<file path="src/rtl/tick_monitor.sv">
// Period monitor for a periodic one-cycle tick stream: measures each tick-to-tick
// period, flags early/late ticks, counts errors and reports lock after a run of good periods.
module tick_monitor #(
  parameter int CLK_FREQ    = 50_000_000,
  parameter int TARGET_FREQ = 2,
  parameter int TOLERANCE   = 16,
  parameter int LOCK_COUNT  = 4,
  localparam int EXPECTED   = CLK_FREQ / TARGET_FREQ,
  localparam int CNT_W      = $clog2(EXPECTED + TOLERANCE + 2)
) (
  input  logic             sys_clk,
  input  logic             sys_rst,
  input  logic             tick_in,
  input  logic             enable,
  input  logic             clear_err,
  output logic             locked,
  output logic             err_early,
  output logic             err_late,
  output logic [7:0]       err_count,
  output logic [CNT_W-1:0] last_period,
  output logic [1:0]       state_dbg
);

  localparam int GOOD_W = $clog2(LOCK_COUNT + 1);
  localparam logic [CNT_W-1:0]  MIN_P     = CNT_W'(EXPECTED - TOLERANCE);
  localparam logic [CNT_W-1:0]  TIMEOUT_P = CNT_W'(EXPECTED + TOLERANCE + 1);
  localparam logic [GOOD_W-1:0] LOCK_MAX  = GOOD_W'(LOCK_COUNT);

  typedef enum logic [1:0] {
    IDLE    = 2'd0,
    ACQUIRE = 2'd1,
    MEASURE = 2'd2
  } state_t;

  state_t             state_q, state_d;
  logic [CNT_W-1:0]   cnt_q, cnt_d;
  logic [GOOD_W-1:0]  good_q, good_d;
  logic               locked_q, locked_d;
  logic               err_early_q, err_early_d;
  logic               err_late_q, err_late_d;
  logic [7:0]         err_count_q, err_count_d;
  logic [CNT_W-1:0]   last_period_q, last_period_d;

  logic [CNT_W-1:0]   p_meas;
  logic               timeout;
  logic [7:0]         err_base;

  // Period including the tick cycle itself; reaching TIMEOUT_P without a tick is a late error.
  assign p_meas  = cnt_q + CNT_W'(1);
  assign timeout = (state_q == MEASURE) && !tick_in && (p_meas == TIMEOUT_P);

  always_ff @(posedge sys_clk) begin
    if (sys_rst) begin
      state_q       <= IDLE;
      cnt_q         <= '0;
      good_q        <= '0;
      locked_q      <= 1'b0;
      err_early_q   <= 1'b0;
      err_late_q    <= 1'b0;
      err_count_q   <= '0;
      last_period_q <= '0;
    end else begin
      state_q       <= state_d;
      cnt_q         <= cnt_d;
      good_q        <= good_d;
      locked_q      <= locked_d;
      err_early_q   <= err_early_d;
      err_late_q    <= err_late_d;
      err_count_q   <= err_count_d;
      last_period_q <= last_period_d;
    end
  end

  always_comb begin
    state_d = state_q;
    if (!enable) begin
      state_d = IDLE;
    end else begin
      case (state_q)
        IDLE:    state_d = ACQUIRE;
        ACQUIRE: if (tick_in) state_d = MEASURE;
        MEASURE: if (timeout) state_d = ACQUIRE;
        default: state_d = IDLE;
      endcase
    end
  end

  always_comb begin
    cnt_d         = '0;
    good_d        = '0;
    locked_d      = 1'b0;
    err_early_d   = 1'b0;
    err_late_d    = 1'b0;
    last_period_d = last_period_q;
    if (enable && state_q == MEASURE) begin
      good_d   = good_q;
      locked_d = locked_q;
      if (tick_in) begin
        last_period_d = p_meas;
        if (p_meas < MIN_P) begin
          err_early_d = 1'b1;
          good_d      = '0;
          locked_d    = 1'b0;
        end else begin
          good_d = (good_q == LOCK_MAX) ? good_q : good_q + GOOD_W'(1);
          if (good_d == LOCK_MAX) locked_d = 1'b1;
        end
      end else if (timeout) begin
        err_late_d = 1'b1;
        good_d     = '0;
        locked_d   = 1'b0;
      end else begin
        cnt_d = p_meas;
      end
    end
    // A clear in the same cycle as an error still counts that error.
    err_base    = clear_err ? 8'd0 : err_count_q;
    err_count_d = ((err_early_d || err_late_d) && err_base != 8'hFF) ? err_base + 8'd1 : err_base;
  end

  assign locked      = locked_q;
  assign err_early   = err_early_q;
  assign err_late    = err_late_q;
  assign err_count   = err_count_q;
  assign last_period = last_period_q;
  assign state_dbg   = state_q;

endmodule

</file>
<file path="config.mk">
export PLATFORM = sky130hd
export DESIGN_NAME = tick_monitor
export DESIGN_NICKNAME = d
export VERILOG_FILES = /design/src/rtl/tick_monitor.sv
export SDC_FILE = /design/constraint.sdc
export NUM_CORES = 1
export LEC_CHECK = 0
export ABC_AREA = 1
export CAP_MARGIN = 10
export CORE_MARGIN = 10
export CORE_UTILIZATION = 50
export CTS_BUF_LIST = sky130_fd_sc_hd__clkbuf_2
export DETAILED_ROUTE_END_ITERATION = 7
export PLACE_DENSITY_LB_ADDON = 0.08
export SYNTH_ARGS = -nofsm -noshare
export SYNTH_HDL_FRONTEND = slang
export SYNTH_SLANG_ARGS = --single-unit
export TNS_END_PERCENT = 30
</file>
<file path="constraint.sdc">
create_clock -name sys_clk -period 5.5 [get_ports sys_clk]
set_input_delay 1.1 -clock sys_clk [delete_from_list [all_inputs] [get_ports sys_clk]]
set_output_delay 1.1 -clock sys_clk [all_outputs]
set_load 0.01 [all_outputs]
</file>
; ---- Yosys cells after proc, flatten, opt, wreduce, memory -nomap -nowiden
; Index checks and enable logic that the tools add are counted.
[totals]
ff_bits = 66
input_bits = 5
out_inout_bits = 38
elab_cells = 56
[classes]
n_addsub = 3
order_cmp = 1
eq_ne = 9
muxes = 19
n_bitwise = 2
n_reduce_logical = 14
[op_table]
columns = cell, n
row1 = $add 25x1->25 const B, 1
row2 = $eq 25x25->1 const B, 1
row3 = $lt 25x25->1 const B, 1
row4 = $mux 8, 2
row5 = $mux 3, 4
row6 = $mux 1, 10
row7 = $add 8x1->8 const B, 1
row8 = $ne 8x8->1 const B, 1
row9 = $eq 3x3->1 const B, 2
row10 = $pmux 2 s3, 1
row11 = $reduce_and 2->1, 3
row12 = $logic_and 1x1->1, 4
row13 = $mux 2, 2
row14 = $ne 2x2->1 const B, 2
row15 = $reduce_or 2->1, 2
row16 = $reduce_or 4->1, 1
row17 = $add 3x1->3 const B, 1
row18 = $ne 3x1->1 const B, 1
row19 = $eq 2x1->1 const B, 1
row20 = $eq 2x2->1 const B, 1
row21 = $logic_not 2->1, 1
row22 = $not 1->1, 2
row23 = $reduce_bool 2->1, 1
row24 = $logic_not 1->1, 1
row25 = $logic_or 1x1->1, 1

; ---- Depth between registers and ports, before layout
; Gate-level depths: netlist of the first run.
[depth]
word_depth = 9
ltp_mapped = 18

; ---- Least setup slack after synthesis of the first run
; OpenSTA, ideal clock, no wires.
[synth_timing]
path_type = input port to flip-flop
start = in clear_err
end = reg err_count_q[5] (netlist: err_count[5])
arrival_time_ps = 2455
required_time_ps = 5430
path_slack_ps = 2974
stages = 9
path_buffers = 0
path_cell_list = nor2_1 > ha_1 > inv_1 > nor3_1 > nand3_1 > nand3b_2 > nand2_4 > nand2_1 > a21oi_1
[synth_between]
elab_chain_cells = 4
[synth_lines]
columns = item, line
row1 = from (decl), 15  ; input logic clear_err,
row2 = $mux 8 (*), 117  ; err_base = clear_err ? 8'd0 : err_count_q;
row3 = branches (longest 2 deep; another with $add 8x1->8), n/a
row4 = $mux 8 (*), 118  ; err_count_d = ((err_early_d || err_late_d) && err_base != 8'hFF) ? err_base + 8'd1 : err_base;
row5 = to (signal assigned), 69  ; err_count_q <= err_count_d;
row6 = to (decl), 41  ; logic [7:0] err_count_q, err_count_d;
; Every way passes the cells marked *.
; A chain may end at the register's enable or synchronous reset.

; ---- Worst setup path after layout of the first run
[layout_timing]
start = in sys_rst
end = reg good_q[1]
[layout_between]
elab_chain_cells = 1
[layout_lines]
columns = item, line
row1 = from (decl), 12  ; input logic sys_rst,
row2 = $reduce_or 2->1 (no line), n/a
row3 = to (signal assigned), 65  ; good_q <= good_d;
row4 = to (decl), 37  ; logic [GOOD_W-1:0] good_q, good_d;
; Every way passes these cells.

==> flow_metrics.tcl, run 1 <==
set metrics [dict create \
    status "complete, no violations" \
    cts_resized 0 \
    initial_core_util 0.511 \
    fin_ws_ps 2360 \
    post-route-period-util 0.571 \
    yosysWarnings 0 \
    fin_nets 554 \
    worst_pin_slew_ps 715 \
    grt_overflow_total 0 \
    crit_arrival_ps 3560 \
    worst_clock_skew_ps 33.2 \
    reg2reg_from "cnt_q[0]" \
    antenna_found_initial 0 \
    cts_sinks 66 \
    synth-seq-cells 66 \
    yosysTopAreaCellShare 0.385 \
    port_buffers 42 \
    max_slew_margin 0.523 \
    grt_setup_unrepaired "no" \
    wl_per_cell_um 13.2 \
    reg2reg_to "good_q[1]" \
    via_per_inst 5.02 \
    holdCritPathClass "reg2reg" \
    routed_wl_um 8320 \
    drive_gt1_frac 0.0801 \
    ys_types 32 \
    endpoint_kind "flip-flop" \
    hold_buffers 0 \
    ff2ff_path_depth 14 \
    core_area_mm2 0.00672 \
    path_class "in2reg" \
    clkTransAtPathRegs_ps 210 \
    finalNonFillerCells 629 \
    pre_cts_ws_ps 1900 \
    period_needed_ps 3140 \
    die_h_um 103 \
    area_growth_pct 18.9 \
    timing.setup.tns_ps 0 \
    ys_seq_area_frac 0.385 \
    grt_max_degree 50 \
    gp_congestion 0.869 \
    globalRouteTotalUtil 0.164 \
    drt_iter0_drc 175 \
    ir_worst_vdd_v 0.000147 \
    numCtsBuffers 9 \
    diodes 0 \
    fmax_ghz 0.318 \
    r2r_slack_ps 2840 \
    synthCells 500 \
    die_width_um 103 \
    n_fill_cell 632 \
    vias 3156 \
    leakage_uw 0.00171 \
    placed_cell_area_mm2 0.00391 \
    clk_latency_ps 520 \
    cts_tree "built" \
    dieArea_mm2 0.0106 \
    grt_pass1_vias 2955 \
    cts_root_buffer "clkbuf_2" \
    rows 30 \
    post-dp-hpwl_um 6280 \
    cts_buffer_depth 2 \
    final-hold-violation-count 0 \
    p_per_area_mw_per_mm2 219 \
    crit_path_end "good_q[1]" \
    max_cap_violations 0 \
    ioPinCount 43 \
    ys_top_cells_by_area "dfxtp_1 39%, nand2_1 13%, inv_1 10%, nor2_1 6.5%, nand3_1 5.3%" \
    cp.required_ps 5920 \
    grt_pass1_wl_um 13600 \
    setup_violations 0 \
    post_cts_buffers 0 \
    critical_path_peak_fanout 28 \
    critPathLaunch "sys_rst" \
    drc 0 \
    maxSlewViolCount 0 \
    htreeDepth 3 \
    ant_nets 0 \
    crit_path_start_kind "primary input" \
    dp_cells 613 \
    synth_area_per_cell_um2 6.86 \
    synth_top_area_cell "dfxtp_1" \
    syn_area_mm2 0.00343 \
    stdcell_area_mm2 0.00408 \
    firstDrtPassIters 5 \
    syn-num-nets 510 \
]
## area by class of cell
cell class	count	area, um^2	area share
Tap cell	80	100	0.0245
Timing Repair Buffer	43	428	0.105
Multi-Input combinational cell	332	1710	0.420
Inverter	92	345	0.0847
Clock inverter	7	124	0.0304
Sequential cell	66	1320	0.324
Clock buffer	9	45.0	0.0110
## where the power goes
part / switching [uW] / internal [uW] / leakage (uW)
Clock: 191 / 200 / 0.0000931
Sequential: 1.18 / 481 / 0.000532
Combinational: 11.5 / 7.85 / 0.00108
## sequential cells by signal, summed over array words and instances (netlist names)
| signal | count |
|---|---|
| cnt_q | 25 |
| last_period | 25 |
| err_count | 8 |
| good_q | 3 |
| state_dbg | 2 |
| err_early | 1 |
| err_late | 1 |
| locked | 1 |
## layout by cell type, fill, tap and decap left out, drive strengths merged
cell type,synthesis,routed
nand3,38,38
nand2,131,131
o21a,1,1
ha,5,5
a21boi,1,1
xnor2,4,4
clkbuf,8,9
bufinv,0,3
o31ai,1,1
o21bai,2,2
o211ai,17,17
dfxtp,66,66
o22ai,2,2
and2,1,1
nor3,4,4
inv,92,94
nand4,9,9
a21oi,21,21
o21ai,10,10
clkinv,0,1
xor2,10,10
buf,2,1
nor2,69,69
clkdlybuf4s50,0,42
clkinvlp,0,1
nand3b,6,6
## per-layer routing
metal  GRT usage  vias up  wire length, um
li1            -     1653                -
met1       0.219     1410             4010
met2       0.240       86             3640
met3      0.0576        7              626
met4      0.0503        0               49
met5           0        -                0
## worst min path at each step
stage / from / to / slack (ps) / cells past startpoint
global route: last_period[2] / last_period[2] / 520 / 2
finish: last_period[2] / last_period[2] / 500 / 2
global placement: last_period[2] / last_period[2] / 460 / 2
detailed placement: last_period[2] / last_period[2] / 470 / 2
CTS: last_period[2] / last_period[2] / 500 / 2
floorplan: cnt_q[0] / cnt_q[0] / 440 / 1
## cells in the mapped netlist (all sizes together)
master  count
a21boi      1
a21oi      21
and2        1
buf         2
clkbuf      8
dfxtp      66
ha          5
inv        92
nand2     131
nand3      38
nand3b      6
nand4       9
nor2       69
nor3        4
o211ai     17
o21a        1
o21ai      10
o21bai      2
o22ai       2
o31ai       1
xnor2       4
xor2       10
## cells by family after synthesis
family                     count (synthesis)  synth area share
and+or+nand+nor                          258             0.348
buffers and inverters                    102             0.116
DFF                                       66             0.385
AOI/OAI and AO/OA                         55            0.0970
xor gates and xnor gates                  14            0.0357
adders and majority gates                  5            0.0182
## through the flow
step,power [uW],hold slack [ps],utilization
2_1_floorplan,501,441,-
3_3_place_gp,511,462,0.582
3_5_place_dp,511,470,0.582
4_1_cts,900,496,0.607
5_1_grt,929,524,0.607
6_report,892,502,0.607
## critical path, cell delays in order
cell	delay [ps]
clkdlybuf4s50_1	610
inv_1	630
nand2_1	200
nor2_1	420
nand3_4	350
o22ai_1	240
No activity file was read; power rests on OpenSTA's default activity.
==> inputs of run 2 (changes only) <==
Clock period 5.5 ns to 3.2 ns, I/O delays scaled along.
==> flow_metrics.tcl, run 2 (same netlist as run 1, synthesis figures left out) <==
set metrics [dict create \
    diodes 0 \
    r2r_slack_ps 680 \
    final_cell_mix "121 x nand2_1, 91 x inv_1, 66 x dfxtp_1" \
    leakage_uw 0.00169 \
    core_area_mm2 0.00672 \
    reg2reg_to "err_count[4]" \
    port_buffers 42 \
    antenna_found_initial 0 \
    grt_pass1_vias 2943 \
    cts_root_buffer "clkbuf_2" \
    dp_cells 615 \
    max_slew_margin 0.666 \
    rows 30 \
    period_needed_ps 2520 \
    hold_buffers 0 \
    post_cts_buffers 0 \
    initial_core_util 0.511 \
    die_width_um 103 \
    use_met1 0.226 \
    crit_arrival_ps 2930 \
    grt_use_met2 0.240 \
    ff2ff_path_depth 14 \
    die_h_um 103 \
    clkTransAtPathRegs_ps 180 \
    crit_path_end "err_count[4]" \
    critPathLaunch "cnt_q[1]" \
    vias 3139 \
    worst_pin_slew_ps 499 \
    p_per_area_mw_per_mm2 332 \
    grt_pass1_wl_um 13900 \
    routed_wl_um 8330 \
    holdCritPathClass "reg2reg" \
    drc 0 \
    critical_path_peak_fanout 9 \
    post-route-period-util 0.788 \
    maxSlewViolCount 0 \
    final-hold-violation-count 0 \
    final_common_cell "nand2_1" \
    drt_iter0_drc 164 \
    firstDrtPassIters 5 \
    post-dp-hpwl_um 6310 \
    grt_max_degree 49 \
    grt_overflow_total 0 \
    cts_resized 0 \
    numCtsBuffers 9 \
    fin_nets 556 \
    max_cap_violations 0 \
    cts_buffer_depth 2 \
    grtUsageMet3 0.0550 \
    gp_congestion 0.884 \
    dieArea_mm2 0.0106 \
    htreeDepth 3 \
    wl_per_cell_um 13.2 \
    cts_sinks 66 \
    grt-busiest-layer "met2" \
    ir_worst_vdd_v 0.000179 \
    fmax_ghz 0.396 \
    clk_latency_ps 500 \
    ant_nets 0 \
    setup_violations 0 \
    timing.setup.tns_ps 0 \
    cp.required_ps 3610 \
    area_growth_pct 17.1 \
    via_per_inst 4.99 \
    grt_setup_unrepaired "no" \
    worst_clock_skew_ps 33.8 \
    cts_tree "built" \
    power_uw 1340 \
    endpoint_kind "flip-flop" \
    ioPinCount 43 \
    globalRouteTotalUtil 0.167 \
    reg2reg_from "cnt_q[1]" \
    status "complete, no violations" \
    path_class "reg2reg" \
    drive_gt1_frac 0.0801 \
    finalNonFillerCells 629 \
    crit_path_start_kind "flip-flop" \
    n_fill_cell 635 \
]
## run 2: changes by cell type in the layout (fill, tap and decap cells not counted)
cell / previous run / this run
buf_4: 1 / 3
bufinv_16: 3 / 1
clkbuf_2: 9 / 10
clkinv_2: 0 / 3
clkinv_4: 1 / 0
clkinvlp_4: 1 / 0
inv_6: 2 / 0
## run 2: worst max-delay path, stage by stage (launching register included)
cell and delay [ps]:
dfxtp_1 420, ha_1 230, nand3_1 150, nor2_2 180, nand3_1 180, o21ai_1 200, nand2_1 160, nand2_1 110
nor2_2 40, a21boi_1 230, nand3_2 160, nand2_4 150, nand2_4 100, nand2_1 80, a21oi_1 50
## run 2: area by class of cell
cell class	instances	area, um^2	area share
Clock buffer	10	50.0	0.0125
Clock inverter	4	45.0	0.0112
Inverter	92	345	0.0859
Multi-Input combinational cell	332	1710	0.427
Sequential cell	66	1320	0.329
Tap cell	80	100	0.0249
Timing Repair Buffer	45	443	0.110
## run 2: report_power, final
part / internal, uW / switching, uW / total, uW
Combinational: 15.1 / 20.1 / 35.2
Sequential: 826 / 2.06 / 828
Clock: 172 / 301 / 473
## run 2: routing by layer
layer	wire [um]	share of wire
met5	0	0
met3	477	0.057
met2	3600	0.43
met1	4120	0.49
met4	137	0.016
## run 2: worst min-delay path by stage
stage                               from        endpoint  slack, ps  cells past startpoint
after floorplan                 cnt_q[0]        cnt_q[0]        440                      1
after global placement    last_period[2]  last_period[2]        460                      2
after detailed placement        cnt_q[0]        cnt_q[0]        470                      1
after CTS                 last_period[2]  last_period[2]        490                      2
after global routing            cnt_q[0]        cnt_q[0]        540                      1
final                           cnt_q[0]        cnt_q[0]        500                      1
## run 2: through the flow
| stage | utilization | hold slack [ps] | area, um^2 | setup slack, ps |
|---|---|---|---|---|
| final | 0.598 | 498 | 4020 | 678 |
| after global routing | 0.598 | 544 | 4020 | 360 |
| after CTS | 0.598 | 495 | 4020 | 667 |
| after detailed placement | 0.584 | 468 | 3920 | 337 |
| after global placement | 0.584 | 462 | 3920 | 477 |
| after floorplan | - | 441 | 3430 | 1130 |
